==> src/rtl/vector_lsu_pkg.sv <==
// Shared types and sizing for the vector load/store unit.
// The request struct is used for both element requests and memory responses.
package vector_lsu_pkg;

  localparam int ADDR_WIDTH        = 64;
  localparam int VECTOR_REG_WIDTH  = 64;
  localparam int VECTOR_REG_DEPTH  = 64;
  localparam int NUM_OF_VECTOR_REG = 8;

  localparam int TAG_W  = $clog2(VECTOR_REG_DEPTH);
  localparam int VREG_W = $clog2(NUM_OF_VECTOR_REG);
  localparam int VLEN_W = TAG_W + 1;
  localparam int CNT_W  = 7;

  typedef struct packed {
    logic                        vld;
    logic                        we;
    logic [ADDR_WIDTH-1:0]       addr;
    logic [VECTOR_REG_WIDTH-1:0] data;
    logic [TAG_W-1:0]            tag;
  } request_t;

  typedef enum logic [1:0] {
    IDLE  = 2'd0,
    ISSUE = 2'd1,
    DRAIN = 2'd2
  } lsu_state_e;

  // A zero element count is illegal and is promoted to a full register.
  function automatic logic [VLEN_W-1:0] eff_vlen(input logic [VLEN_W-1:0] v);
    return (v == '0) ? VLEN_W'(VECTOR_REG_DEPTH) : v;
  endfunction

endpackage

==> src/rtl/vector_lsu_if.sv <==
// Command, memory, vector-register and write-back signals of the LSU.
// master is the LSU side; slave is the surrounding core/memory side.
interface vector_lsu_if;
  import vector_lsu_pkg::*;

  logic                        cmd_vld;
  logic                        cmd_rdy;
  logic                        cmd_is_store;
  logic [VREG_W-1:0]           cmd_vreg;
  logic [ADDR_WIDTH-1:0]       cmd_base;
  logic [ADDR_WIDTH-1:0]       cmd_stride;
  logic [VLEN_W-1:0]           cmd_vlen;
  request_t                    mem_req;
  logic                        mem_req_rdy;
  request_t                    mem_rsp;
  logic [VREG_W-1:0]           st_rd_vreg;
  logic [TAG_W-1:0]            st_rd_addr;
  logic [VECTOR_REG_WIDTH-1:0] st_rd_data;
  logic                        wb_vld;
  logic [VREG_W-1:0]           wb_vreg;
  logic [TAG_W-1:0]            wb_addr;
  logic [VECTOR_REG_WIDTH-1:0] wb_data;
  logic                        done;
  logic                        err;

  modport master (
    input  cmd_vld, cmd_is_store, cmd_vreg, cmd_base, cmd_stride, cmd_vlen,
           mem_req_rdy, mem_rsp, st_rd_data,
    output cmd_rdy, mem_req, st_rd_vreg, st_rd_addr,
           wb_vld, wb_vreg, wb_addr, wb_data, done, err
  );

  modport slave (
    output cmd_vld, cmd_is_store, cmd_vreg, cmd_base, cmd_stride, cmd_vlen,
           mem_req_rdy, mem_rsp, st_rd_data,
    input  cmd_rdy, mem_req, st_rd_vreg, st_rd_addr,
           wb_vld, wb_vreg, wb_addr, wb_data, done, err
  );
endinterface

==> src/rtl/vector_lsu_tag_tracker.sv <==
// Pending-tag bitmap and outstanding-request counter for the LSU.
// hit reflects the bitmap before this cycle's set, so a tag issued now cannot retire now.
module lsu_tag_tracker
  import vector_lsu_pkg::*;
(
  input  logic             clk,
  input  logic             reset,
  input  logic             set_en,
  input  logic [TAG_W-1:0] set_tag,
  input  logic             rsp_vld,
  input  logic [TAG_W-1:0] rsp_tag,
  output logic             hit,
  output logic [CNT_W-1:0] count,
  output logic [CNT_W-1:0] count_next
);

  logic [VECTOR_REG_DEPTH-1:0] pending;

  assign hit = rsp_vld && pending[rsp_tag];

  always_comb begin
    count_next = count;
    case ({set_en, hit})
      2'b10:   count_next = count + CNT_W'(1);
      2'b01:   count_next = count - CNT_W'(1);
      default: count_next = count;
    endcase
  end

  always_ff @(posedge clk or negedge reset) begin
    if (!reset) begin
      pending <= '0;
      count   <= '0;
    end else begin
      if (hit)    pending[rsp_tag] <= 1'b0;
      if (set_en) pending[set_tag] <= 1'b1;
      count <= count_next;
    end
  end

endmodule

==> src/rtl/vector_lsu.sv <==
// Strided vector load/store unit: splits one command into per-element requests,
// retires responses by tag and writes load data back to the vector register file.
module vector_lsu
  import vector_lsu_pkg::*;
(
  input  logic         clk,
  input  logic         reset,
  vector_lsu_if.master bus
);

  lsu_state_e            state;
  logic                  is_store;
  logic [VREG_W-1:0]     vreg;
  logic [VLEN_W-1:0]     vlen;
  logic [VLEN_W-1:0]     idx;
  logic [ADDR_WIDTH-1:0] addr_run;
  logic [ADDR_WIDTH-1:0] stride;
  logic                  done_q;
  logic                  err_q;

  logic                        wb_vld_p1;
  logic [VREG_W-1:0]           wb_vreg_p1;
  logic [TAG_W-1:0]            wb_addr_p1;
  logic [VECTOR_REG_WIDTH-1:0] wb_data_p1;

  logic             issuing, fire, last, hit;
  logic [CNT_W-1:0] count, count_next;
  logic             unused_rsp;

  assign issuing    = (state == ISSUE);
  assign fire       = issuing && bus.mem_req_rdy;
  assign last       = (idx == vlen - VLEN_W'(1));
  assign unused_rsp = ^{bus.mem_rsp.we, bus.mem_rsp.addr};

  lsu_tag_tracker u_trk (
    .clk        (clk),
    .reset      (reset),
    .set_en     (fire),
    .set_tag    (idx[TAG_W-1:0]),
    .rsp_vld    (bus.mem_rsp.vld),
    .rsp_tag    (bus.mem_rsp.tag),
    .hit        (hit),
    .count      (count),
    .count_next (count_next)
  );

  // Request fields come straight from registered state, so they hold under backpressure.
  always_comb begin
    bus.mem_req = '0;
    if (issuing) begin
      bus.mem_req.vld  = 1'b1;
      bus.mem_req.we   = is_store;
      bus.mem_req.addr = addr_run;
      bus.mem_req.tag  = idx[TAG_W-1:0];
      bus.mem_req.data = is_store ? bus.st_rd_data : '0;
    end
  end

  assign bus.cmd_rdy    = (state == IDLE);
  assign bus.st_rd_vreg = vreg;
  assign bus.st_rd_addr = idx[TAG_W-1:0];
  assign bus.wb_vld     = wb_vld_p1;
  assign bus.wb_vreg    = wb_vreg_p1;
  assign bus.wb_addr    = wb_addr_p1;
  assign bus.wb_data    = wb_data_p1;
  assign bus.done       = done_q;
  assign bus.err        = err_q;

  always_ff @(posedge clk or negedge reset) begin
    if (!reset) begin
      state      <= IDLE;
      is_store   <= 1'b0;
      vreg       <= '0;
      vlen       <= '0;
      idx        <= '0;
      addr_run   <= '0;
      stride     <= '0;
      done_q     <= 1'b0;
      err_q      <= 1'b0;
      wb_vld_p1  <= 1'b0;
      wb_vreg_p1 <= '0;
      wb_addr_p1 <= '0;
      wb_data_p1 <= '0;
    end else begin
      done_q <= 1'b0;
      // stage p1: registered write-back of a retired load response
      wb_vld_p1 <= hit && !is_store;
      if (hit) begin
        wb_vreg_p1 <= vreg;
        wb_addr_p1 <= bus.mem_rsp.tag;
        wb_data_p1 <= bus.mem_rsp.data;
      end
      if (bus.mem_rsp.vld && !hit) err_q <= 1'b1;

      case (state)
        IDLE: begin
          if (bus.cmd_vld) begin
            is_store <= bus.cmd_is_store;
            vreg     <= bus.cmd_vreg;
            vlen     <= eff_vlen(bus.cmd_vlen);
            stride   <= bus.cmd_stride;
            addr_run <= bus.cmd_base;
            idx      <= '0;
            state    <= ISSUE;
          end
        end
        ISSUE: begin
          if (fire) begin
            idx      <= idx + VLEN_W'(1);
            addr_run <= addr_run + stride;
            if (last) state <= DRAIN;
          end
        end
        DRAIN: begin
          // done is raised as the last response retires; IDLE follows one cycle later.
          if (done_q)                 state  <= IDLE;
          else if (count_next == '0)  done_q <= 1'b1;
        end
        default: state <= IDLE;
      endcase
    end
  end

endmodule

==> src/flat_wrapper.sv <==
// flat-port wrapper written by rule: the top's interface ports become plain ports
module vector_lsu_flat import vector_lsu_pkg::*;
  (clk, reset, bus_cmd_vld, bus_cmd_is_store, bus_cmd_vreg, bus_cmd_base, bus_cmd_stride, bus_cmd_vlen, bus_mem_req_rdy, bus_mem_rsp, bus_st_rd_data, bus_cmd_rdy, bus_mem_req, bus_st_rd_vreg, bus_st_rd_addr, bus_wb_vld, bus_wb_vreg, bus_wb_addr, bus_wb_data, bus_done, bus_err);
  vector_lsu_if bus_i ();
  input  logic clk;
  input  logic reset;
  input wire logic [$bits(bus_i.cmd_vld)-1:0] bus_cmd_vld;
  input wire logic [$bits(bus_i.cmd_is_store)-1:0] bus_cmd_is_store;
  input wire logic [$bits(bus_i.cmd_vreg)-1:0] bus_cmd_vreg;
  input wire logic [$bits(bus_i.cmd_base)-1:0] bus_cmd_base;
  input wire logic [$bits(bus_i.cmd_stride)-1:0] bus_cmd_stride;
  input wire logic [$bits(bus_i.cmd_vlen)-1:0] bus_cmd_vlen;
  input wire logic [$bits(bus_i.mem_req_rdy)-1:0] bus_mem_req_rdy;
  input wire logic [$bits(bus_i.mem_rsp)-1:0] bus_mem_rsp;
  input wire logic [$bits(bus_i.st_rd_data)-1:0] bus_st_rd_data;
  output wire logic [$bits(bus_i.cmd_rdy)-1:0] bus_cmd_rdy;
  output wire logic [$bits(bus_i.mem_req)-1:0] bus_mem_req;
  output wire logic [$bits(bus_i.st_rd_vreg)-1:0] bus_st_rd_vreg;
  output wire logic [$bits(bus_i.st_rd_addr)-1:0] bus_st_rd_addr;
  output wire logic [$bits(bus_i.wb_vld)-1:0] bus_wb_vld;
  output wire logic [$bits(bus_i.wb_vreg)-1:0] bus_wb_vreg;
  output wire logic [$bits(bus_i.wb_addr)-1:0] bus_wb_addr;
  output wire logic [$bits(bus_i.wb_data)-1:0] bus_wb_data;
  output wire logic [$bits(bus_i.done)-1:0] bus_done;
  output wire logic [$bits(bus_i.err)-1:0] bus_err;
  assign bus_i.cmd_vld = bus_cmd_vld;
  assign bus_i.cmd_is_store = bus_cmd_is_store;
  assign bus_i.cmd_vreg = bus_cmd_vreg;
  assign bus_i.cmd_base = bus_cmd_base;
  assign bus_i.cmd_stride = bus_cmd_stride;
  assign bus_i.cmd_vlen = bus_cmd_vlen;
  assign bus_i.mem_req_rdy = bus_mem_req_rdy;
  assign bus_i.mem_rsp = bus_mem_rsp;
  assign bus_i.st_rd_data = bus_st_rd_data;
  assign bus_cmd_rdy = bus_i.cmd_rdy;
  assign bus_mem_req = bus_i.mem_req;
  assign bus_st_rd_vreg = bus_i.st_rd_vreg;
  assign bus_st_rd_addr = bus_i.st_rd_addr;
  assign bus_wb_vld = bus_i.wb_vld;
  assign bus_wb_vreg = bus_i.wb_vreg;
  assign bus_wb_addr = bus_i.wb_addr;
  assign bus_wb_data = bus_i.wb_data;
  assign bus_done = bus_i.done;
  assign bus_err = bus_i.err;
  vector_lsu u_core (.clk(clk), .reset(reset), .bus(bus_i));
endmodule
==> config.mk <==
export PLATFORM = sky130hd
export DESIGN_NAME = vector_lsu_flat
export DESIGN_NICKNAME = d
export VERILOG_FILES = /design/src/rtl/vector_lsu_pkg.sv /design/src/rtl/vector_lsu_if.sv /design/src/rtl/vector_lsu_tag_tracker.sv /design/src/rtl/vector_lsu.sv /design/src/flat_wrapper.sv
export SDC_FILE = /design/constraint.sdc
export NUM_CORES = 1
export LEC_CHECK = 0
export CORE_AREA = 4 4 219 221
export CTS_CLUSTER_DIAMETER = 150
export CTS_CLUSTER_SIZE = 14
export DETAILED_ROUTE_END_ITERATION = 12
export DIE_AREA = 0 0 223 225
export PLACE_DENSITY = 0.71
export SYNTH_ARGS = -nofsm -noshare
export SYNTH_HDL_FRONTEND = slang
export SYNTH_SLANG_ARGS = --single-unit
==> constraint.sdc <==
create_clock -name clk -period 4.1 [get_ports clk]
set_clock_uncertainty 0.05 [all_clocks]
set_input_delay 0.82 -clock clk [delete_from_list [all_inputs] [get_ports clk]]
set_output_delay 0.82 -clock clk [all_outputs]
set_load 0.01 [all_outputs]
### Word-level counts from Yosys, hierarchy flattened

Cells that the tools add are included.

| storage, ports and cells | value |
|---|---|
| flip-flop bits (word level) | 295 |
| input port bits | 343 |
| output and inout bits | 222 |
| logic and storage cells | 77 |

| operators by class | value |
|---|---|
| add/subtract/negate cells | 5 |
| order comparisons | 4 |
| equal/unequal tests | 9 |
| mux-type cells | 26 |
| bitwise gates (word level) | 3 |
| reduce and logical (&&, ||, !) cells | 15 |

Operators by type and width:

| operator | count |
|---|---|
| two-way mux 64 bit | 5 |
| two-way mux 136 bit | 1 |
| case mux 64 bit (2 select lines) | 1 |
| adder 64 bit | 1 |
| bitwise AND 64 bit | 1 |
| NOT 64 bit | 1 |
| bitwise OR 64 bit | 1 |
| case mux 7 bit (2 select lines) | 2 |
| two-way mux 7 bit | 3 |
| adder 7 x 1 -> 7 bit, second input constant | 2 |
| logical NOT 7 bit | 2 |
| less-than comparator 6 x 7 -> 1 bit, second input constant | 2 |
| subtractor 7 x 1 -> 7 bit, second input constant | 2 |
| demux 1 bit (select 6 bit) | 2 |
| >= comparator 6 x 1 -> 1 bit, second input constant | 2 |
| two-way mux 2 bit | 4 |
| == test 7 bit | 1 |
| binary-select mux 1 bit (select 6 bit) | 1 |
| logical AND 1 bit | 6 |
| two-way mux 1 bit | 6 |
| != test 2 bit, second input constant | 3 |
| case mux 2 bit (3 select lines) | 1 |
| == test 2 x 1 -> 1 bit, second input constant | 2 |
| == test 2 bit, second input constant | 2 |
| other kinds (7) | 8 |

### Longest topological paths before layout

Gate-level depths: netlist of the first run.

| logic depth | value |
|---|---|
| depth after elaboration | 9 |
| mapped depth | 28 |
| depth with buffers taken out | 23 |

### Cells and area by module

A second synthesis of the first run with hierarchy kept.

| second synthesis, totals | value |
|---|---|
| cell total of the unflattened synthesis | 2054 |
| area, all modules | 18459.0 um^2 |

Modules (own cells, without submodules):

| module | instances | cells an instance | area an instance (um^2) | sequential area each (um^2) |
|---|---|---|---|---|
| vector_lsu | 1 | 1575 | 13661.9 | 5605.4 |
| lsu_tag_tracker | 1 | 479 | 4797.1 | 1776.7 |

### Least setup slack after synthesis of the first run

OpenSTA, ideal clock, no wires.

| path | value |
|---|---|
| path type | in2reg |
| start point | input port bus_mem_rsp[1] |
| end point | register u_core.done_q (netlist: u_core.bus.done) |
| setup time | 0.072 ns |
| arrival | 5.105 ns |
| data required time | 3.978 ns |
| slack | -1.127 ns |
| cell stages on the path | 24 |
| path buffers | 5 |
| cells stage by stage | buf_2 buf_4 mux2i_1 nor2_1 a311oi_1 a21oi_1 a21oi_1 o221ai_1 a211oi_1 nand2b_1 buf_2 inv_2 clkbuf_1 ha_1 clkbuf_1 xor2_1 ha_1 a21oi_1 xor2_1 nor2_1 xor2_1 or4_1 or4_1 nor2_1 |

| on the way | value |
|---|---|
| longest elaborated chain between the ends | 9 |
| elaborated cells on any way between the ends | 10 |
| classes of those cells | 2 x eq/ne; 6 x mux; 2 x reduce/logical |

Ends and longest elaborated chain:

| item | RTL line | source |
|---|---|---|
| start: declaration | flat_wrapper.sv:14 | `input wire logic [$bits(bus_i.mem_rsp)-1:0] bus_mem_rsp;` |
| binary-select mux 1 bit (select 6 bit) (*) | vector_lsu_tag_tracker.sv:19 | `assign hit = rsp_vld && pending[rsp_tag];` |
| two-way mux 1 bit (not written as such) (*) | vector_lsu_tag_tracker.sv:19 |  |
| logical AND 1 bit (*) | vector_lsu_tag_tracker.sv:19 |  |
| == test 2 x 1 -> 1 bit / == test 2 bit (equally long branches) | vector_lsu_tag_tracker.sv:23 | `case ({set_en, hit})` |
| case mux 7 bit (2 select lines) (*) | vector_lsu_tag_tracker.sv:23 |  |
| named net u_core.count_next[2] | vector_lsu.sv:27 | `logic [CNT_W-1:0] count, count_next;` |
| logical NOT 7 bit (*) | vector_lsu.sv:117 | `else if (count_next == '0) done_q <= 1'b1;` |
| two-way mux 1 bit (*) | vector_lsu.sv:117 |  |
| two-way mux 1 bit (*) | vector_lsu.sv:116 | `if (done_q) state <= IDLE;` |
| two-way mux 1 bit (*) | vector_lsu.sv:95 | `case (state)` |
| end signal: assignment | vector_lsu.sv:78 | `done_q <= 1'b0;` |
| end signal: assignment | vector_lsu.sv:85 | `done_q <= 1'b0;` |
| end signal: assignment | vector_lsu.sv:117 |  |
| end: declaration | vector_lsu.sv:18 | `logic done_q;` |

The timed path passes the listed nets; every way through them passes the cells marked *. The select of a mux whose other input is x is not followed.
A chain may end at the register's enable or synchronous reset.

### Worst setup path after layout of the first run

Ends and elaborated chain as after synthesis.

==> flow_summary.yaml, run 1 <==
critical_path:
  rrSetupSlack_ns: 0.09
  path_class: "in -> reg"
  start_kind: "input port"
  r2r-start: "u_core.u_trk.pending[17]"
  cpPeakStageDelay_ns: 0.49
  crit_slowest_cell: "or4_1"
  worstPathRequired_ns: 4.55
  cp.arrival_ns: 4.60
  cp-end-kind: "register"
  cp_top_family: "simple AND/OR/NAND/NOR gates"
  path_cells: "buf_12 > buf_12 > mux2_4 > a221oi_2 > a21oi_1 > a21oi_1 > o221ai_1 > a211oi_1 > buf_4 > nand2b_4 > inv_8 > ha_4 > xor2_2 > ha_2 > a21oi_2 > xor2_1 > nor2_1 > xor2_1 > or4_1 > or4_1 > nor2_1"
  cp-startpoint: "bus_mem_rsp[1]"
  crit_fanout: 7
  critPathBufInv: 4
logic_synthesis:
  yosysSeqAreaShare_pct: 42.2
  synth_nets: 2554
  synth_seq_cells: 295
  ys_warn_count: 0
  synth_cell_type_count: 79
  synth_flop_cell: "dfrtp_1"
  avgSynthCellArea_sq_um: 8.17
  synthCells: 2142
  synth_edf_count: 0
  syn-cell-area_sq_mm: 0.0175
  synthArstFlopShare_pct: 100
timing:
  whs_ns: 0.196
  maxSlewHeadroom_pct: 33.6
  fmax_mhz: 241
  setup_violations: 1
  max_slew.worst_pin.slew_ns: 0.995
  setup-tns-final_ns: -0.0505
  finalCritPeriodShare_pct: 101
  rsz0062_at_grt: "true"
  finalHoldViolCount: 0
  period_needed_ns: 4.15
  fin_ws_ns: -0.0505
  finalMaxSlewViolations: 0
pwr:
  p_sw_share_pct: 45.1
  power.switching_mw: 8.99
  intPower_mw: 10.9
  p_per_area_mw_per_mm2: 824
  power_frac_clock_pct: 10.9
  pwr-share-seq_pct: 25.0
  vdd_drop_max_mv: 0.530
  power_leakage_nw: 11.0
  pwr-share-comb_pct: 64.1
cells_and_area:
  final_nets: 3002
  area_growth_pct: 38.1
  antenna_cells: 0
  layout.cells.non_filler: 3198
  drive_gt1_share_pct: 6.33
global_routing:
  grt_usage_pct: 23.8
  grt.overflow.total: 0
  antenna_found_initial: 3
  grt_pass1_wl_um: 96800
  grt_pass1_vias: 17000
  grt_max_degree: 165
cts:
  clk_root_buffer_cell: "clkbuf_16"
  cts_sinks: 295
  cts_buffers: 25
  clock_latency_ns: 0.56
  clk_pin_slew_ns: 0.07
  clock_path_buffers: 3
  cts_hold_buffers: 0
  tritoncts: "done"
  htreeDepth: 1
place:
  dp_cells: 3159
  numPortBuffers: 499
  dp_hpwl_um: 47100
  place_congestion: 0.905
detailed_routing:
  firstDrtPassIters: 5
  drt_iter0_markers: 1452
  vias: 17300
  vias_per_cell: 5.40
  wl_per_cell_um: 19.7
  antenna_left: 0
  wl_um: 63000
  drcViolationCount: 0
floorplan:
  die-area_sq_mm: 0.0502
  start_util_pct: 37.9
  die_y_um: 225
  io_pins: 565
  chipWidth_um: 223
  core_sq_mm: 0.0462
  fp-row-count: 79
job:
  maxCapViolations: 0
worst_hold_path:
  hold_class: "in -> async"
run_status:
  violations: "negative setup slack"
  status: "finished with violations"
## path summary, 6_finish.rpt
kind	to	depth (start not counted)
worst max-delay path	u_core.bus.done	21
worst min-delay path	u_core.u_trk.pending[28]	1
worst min register to register	u_core.u_trk.count[6]	1
max in group asynchronous	u_core.bus.wb_data[21]	2
min in group clk	u_core.u_trk.count[6]	1
worst max register to register	u_core.bus.done	19
## final cells by class
type                       instances  area, sq um
multi-input combinational       1672         9540
inverter                          26          108
clock inverter                     2         36.3
clock buffer                      26          629
fill                            4264        22000
sequential                       295         7380
timing repair buffer             570         5710
tap                              607          759
## cells in the mapped netlist, types with 19 or more instances
| cell | n | area share, % |
|---|---|---|
| and2_1 | 74 | 2.6 |
| inv_1 | 24 | 0.52 |
| a21oi_1 | 141 | 4.0 |
| nand3_1 | 27 | 0.77 |
| nor2_1 | 127 | 2.7 |
| nand4_1 | 22 | 0.79 |
| and3_1 | 78 | 2.8 |
| a31oi_1 | 19 | 0.68 |
| clkbuf_1 | 109 | 2.3 |
| nand2_1 | 552 | 12 |
| ha_1 | 68 | 4.9 |
| a21o_1 | 46 | 2.0 |
| xnor2_1 | 47 | 2.4 |
| dfrtp_1 | 295 | 42 |
| xor2_1 | 29 | 1.5 |
| o21ai_0 | 213 | 6.1 |
## cells in the final DEF, fill, tap and decap left out, types with 11 or more instances in the layout
cell,count
nand2_1,548
clkdlybuf4s50_1,495
dfrtp_1,295
o21ai_0,209
a21oi_1,136
nor2_1,125
and3_1,78
and2_1,73
ha_1,66
buf_4,56
xnor2_1,46
a21o_1,46
xor2_1,28
nand3_1,27
clkbuf_16,25
inv_1,23
nand4_1,22
a31oi_1,19
or3_1,17
nor3_1,17
nand2b_1,14
nor2b_1,13
mux2i_1,13
o21a_1,11
## per-layer routing
layer | up-vias | track usage, % | part of all wire [%]
met3 | 111 | 4.42 | 6.7
met2 | 668 | 39.8 | 48
met1 | 8274 | 32.3 | 43
met5 | - | 0 | 0.059
li1 | 8205 | - | -
met4 | 6 | 5.75 | 2.7
## state kept, by name (all words and copies together), names as in the netlist
name / count
u_core.u_trk.count: 7
u_core.vlen: 7
u_core.stride: 64
u_core.u_trk.pending: 64
u_core.bus.wb_vld: 1
u_core.bus.wb_vreg: 3
u_core.bus.err: 1
u_core.addr_run: 64
u_core.bus.done: 1
u_core.bus.wb_data: 64
u_core.state: 2
u_core.bus.wb_addr: 6
u_core.is_store: 1
u_core.idx: 7
u_core.bus.st_rd_vreg: 3
## per-stage QoR
| step | area, sq um | worst slack (ns) | total power, mW | util, % |
|---|---|---|---|---|
| after floorplan | 17600 | -0.665 | 12.9 | - |
| after global placement | 23200 | -1.12 | 17.3 | 50.3 |
| after detailed placement | 23200 | -1.18 | 17.5 | 50.3 |
| after CTS | 24100 | -0.135 | 19.9 | 52.2 |
| after global routing | 24200 | -0.240 | 21.6 | 52.3 |
| final | 24200 | -0.0505 | 19.9 | 52.3 |
## what timing repair did
item,4_1_cts,5_1_grt
gates resized for setup,38,15
buffers inserted,8,2
setup endpoints to repair,3,2
pin swaps,21,16
gates cloned,2,0
## power by group through the flow
stage,Clock [mW],Sequential [mW],Combinational [mW]
6_report,2.17,4.98,12.8
3_5_place_dp,0,4.99,12.5
3_3_place_gp,0,4.97,12.4
2_1_floorplan,0,4.65,8.28
4_1_cts,2.23,4.96,12.7
5_1_grt,2.33,5.11,14.1
## logic make-up after synthesis
kind of cell / after synthesis / synth area share [%]
XOR/XNOR: 76 / 3.81
AO/OA/AOI/OAI: 529 / 18.0
adder cells (fa/ha/maj): 69 / 4.98
multiplexers: 23 / 1.77
flip-flops: 295 / 42.2
AND/OR/NAND/NOR: 975 / 25.1
buffers and inverters: 175 / 4.14
Note: power is estimated with default switching activity, not from simulation.
==> inputs of run 2 (changes only) <==
==> constraint.sdc (replaced) <==
create_clock -name clk -period 3.5 [get_ports clk]
set_clock_uncertainty 0.05 [all_clocks]
set_input_delay 0.7 -clock clk [delete_from_list [all_inputs] [get_ports clk]]
set_output_delay 0.7 -clock clk [all_outputs]
set_load 0.01 [all_outputs]
==> run 2 against run 1 <==
The flow still finishes with violations (negative setup slack). Combinational power up 22%. Global-route usage up 0.28 points. Flip-flop and latch count is the same. Cell area increased by 0.73%. Worst setup slack got worse by 0.45 ns. Register-to-register slack lost 0.58 ns. Die area unchanged. Critical path type unchanged. Critical endpoint unchanged. Largest cell class unchanged.
==> flow_summary.yaml, run 2 (same netlist as run 1, synthesis figures left out) <==
critical_path:
  start_kind: "input port"
  path_class: "in -> reg"
  cp.arrival_ns: 4.45
  path_cells: "buf_6 > buf_12 > mux2_4 > a221oi_2 > a21oi_1 > a21oi_1 > o221ai_1 > a211oi_1 > buf_4 > nand2b_4 > inv_8 > ha_4 > buf_4 > o21ai_1 > a22o_1 > nand3_1 > a21oi_1 > a211oi_2 > nor2_1 > xor2_1 > or4_1 > nor2_1"
  cpPeakStageDelay_ns: 0.52
  worstPathRequired_ns: 3.95
  crit_top_cell: "a21oi_1"
  rrSetupSlack_ns: -0.49
  crit_slowest_cell: "or4_1"
  crit_fanout: 13
  reg2regPathDepth: 20
  cp-end-kind: "register"
global_routing:
  grt_usage_pct: 24.1
  grt_max_degree: 165
  grt_pass1_vias: 17400
  grt.overflow.total: 0
  grt_pass1_wl_um: 97700
  antenna_found_initial: 11
floorplan:
  start_util_pct: 37.9
  die_y_um: 225
  fp-row-count: 79
  io_pins: 565
  core_sq_mm: 0.0462
  chipWidth_um: 223
  die-area_sq_mm: 0.0502
place:
  dp_cells: 3176
  numPortBuffers: 499
  dp_hpwl_um: 48000
  place_congestion: 0.934
  place_area_sq_mm: 0.0234
timing:
  finalHoldViolCount: 0
  fin_ws_ns: -0.496
  setup_violations: 2
  whs_ns: 0.0387
  finalMaxSlewViolations: 0
  maxSlewHeadroom_pct: 39.9
  finalCritPeriodShare_pct: 114
  rsz0062_at_grt: "true"
  fmax_mhz: 250
  max_slew.worst_pin.slew_ns: 0.901
  period_needed_ns: 4.00
detailed_routing:
  wl_per_cell_um: 20.1
  antenna_left: 0
  wl_um: 64600
  vias_per_cell: 5.44
  drt_iter0_markers: 1290
  vias: 17500
  firstDrtPassIters: 6
  drcViolationCount: 0
cells_and_area:
  drive_gt1_share_pct: 7.47
  fin_util_pct: 52.7
  layout.cells.non_filler: 3220
  area_growth_pct: 39.1
  design_area_sq_mm: 0.0243
  final_nets: 3020
  fillers: 4322
  final_common_cell: "nand2_1"
  layout_common_cells: "nand2_1, clkdlybuf4s50_1, dfrtp_1, o21ai_0, a21oi_1"
pwr:
  power.total_mw: 24.0
  power_leakage_nw: 11.1
  p_per_area_mw_per_mm2: 986
  vdd_drop_max_mv: 0.570
cts:
  clk_root_buffer_cell: "clkbuf_16"
  htreeDepth: 1
  cts_buffers: 25
  tritoncts: "done"
  clock_path_buffers: 3
  clock_latency_ns: 0.58
  clk_pin_slew_ns: 0.06
  cts_sinks: 295
job:
  maxCapViolations: 0
worst_hold_path:
  hold_class: "in -> async"
run_status:
  status: "finished with violations"
  violations: "negative setup slack"
[run 2: cell count changes in the layout (fill, tap and decap cells not counted), moves of 2 or more]
| cell | previous run | this run |
|---|---|---|
| o21ai_2 | 2 | 5 |
| or4_4 | 0 | 2 |
| buf_4 | 56 | 75 |
| nand2_1 | 548 | 550 |
| o21ai_1 | 8 | 6 |
| buf_12 | 9 | 6 |
| ha_2 | 1 | 3 |
| a211oi_1 | 10 | 8 |
| o311ai_0 | 2 | 0 |
| diode_2 | 0 | 4 |
| or4_1 | 4 | 2 |
| ha_1 | 66 | 64 |
[run 2: layer usage]
metal | part of all wire (%) | vias to the layer above | global-route usage, %
met2 | 47 | 647 | 39.6
met5 | 0.12 | - | 0
li1 | - | 8254 | -
met3 | 7.4 | 126 | 5.46
met1 | 43 | 8490 | 32.4
met4 | 2.8 | 12 | 6.48
[run 2: what timing repair did]
item / CTS / global route
setup buffers: 2 / 8
gates cloned: 1 / 1
endpoints found under the setup margin: 83 / 65
pin swaps: 12 / 23
resized for setup: 33 / 30
hold buffers: 0 / 0
[run 2: critical path: cells and delay by family]
kind / cells / cell delay [ns]
AOI/OAI and AO/OA: 9 / 1.55
and+or+nand+nor: 5 / 1.03
buffers and inverters: 5 / 0.64
muxes: 1 / 0.29
adders and majority gates: 1 / 0.15
xor gates and xnor gates: 1 / 0.10
[run 2: worst paths after layout]
check / startpoint / to
worst max-delay path: bus_mem_rsp[1] / u_core.bus.done
worst min-delay path: reset / u_core.u_trk.pending[24]
worst max register to register: u_core.u_trk.pending[17] / u_core.bus.done
worst min register to register: u_core.bus.err / u_core.bus.err
max in group asynchronous: reset / u_core.bus.wb_data[47]
min in group clk: u_core.bus.err / u_core.bus.err
[run 2: report_power, final]
group	total, mW	switching (mW)	internal [mW]
clock network	2.57	1.29	1.28
logic	15.6	8.48	7.15
registers	5.81	1.12	4.68
[run 2: final cells by class]
| class | instances | area (sq um) | area share [%] |
|---|---|---|---|
| antenna | 4 | 10.0 | 0.0411 |
| clock buffer | 26 | 629 | 2.59 |
| clock inverter | 2 | 36.3 | 0.149 |
| inverter | 26 | 108 | 0.442 |
| multi-input combinational | 1672 | 9600 | 39.4 |
| sequential | 295 | 7380 | 30.3 |
| tap | 607 | 759 | 3.12 |
| timing repair buffer | 588 | 5810 | 23.9 |
[run 2: per-stage QoR]
step / setup TNS, ns / worst slack [ns]
3_5_place_dp: -103.87 / -1.70
3_3_place_gp: -92.54 / -1.60
2_1_floorplan: -2.91 / -1.15
5_1_grt: -2.25 / -0.734
4_1_cts: -0.602 / -0.489
6_report: -0.757 / -0.496
==> inputs of run 3 (changes only) <==
--- a/config.mk
+++ b/config.mk
@@ -10,7 +10,9 @@
 export CTS_CLUSTER_SIZE = 14
 export DETAILED_ROUTE_END_ITERATION = 12
 export DIE_AREA = 0 0 223 225
+export HOLD_SLACK_MARGIN = 0.02
 export PLACE_DENSITY = 0.71
+export SLEW_MARGIN = 20
 export SYNTH_ARGS = -nofsm -noshare
 export SYNTH_HDL_FRONTEND = slang
 export SYNTH_SLANG_ARGS = --single-unit
==> results of run 3 <==
The final DEF is identical to that of run 2; final timing and power are the same.
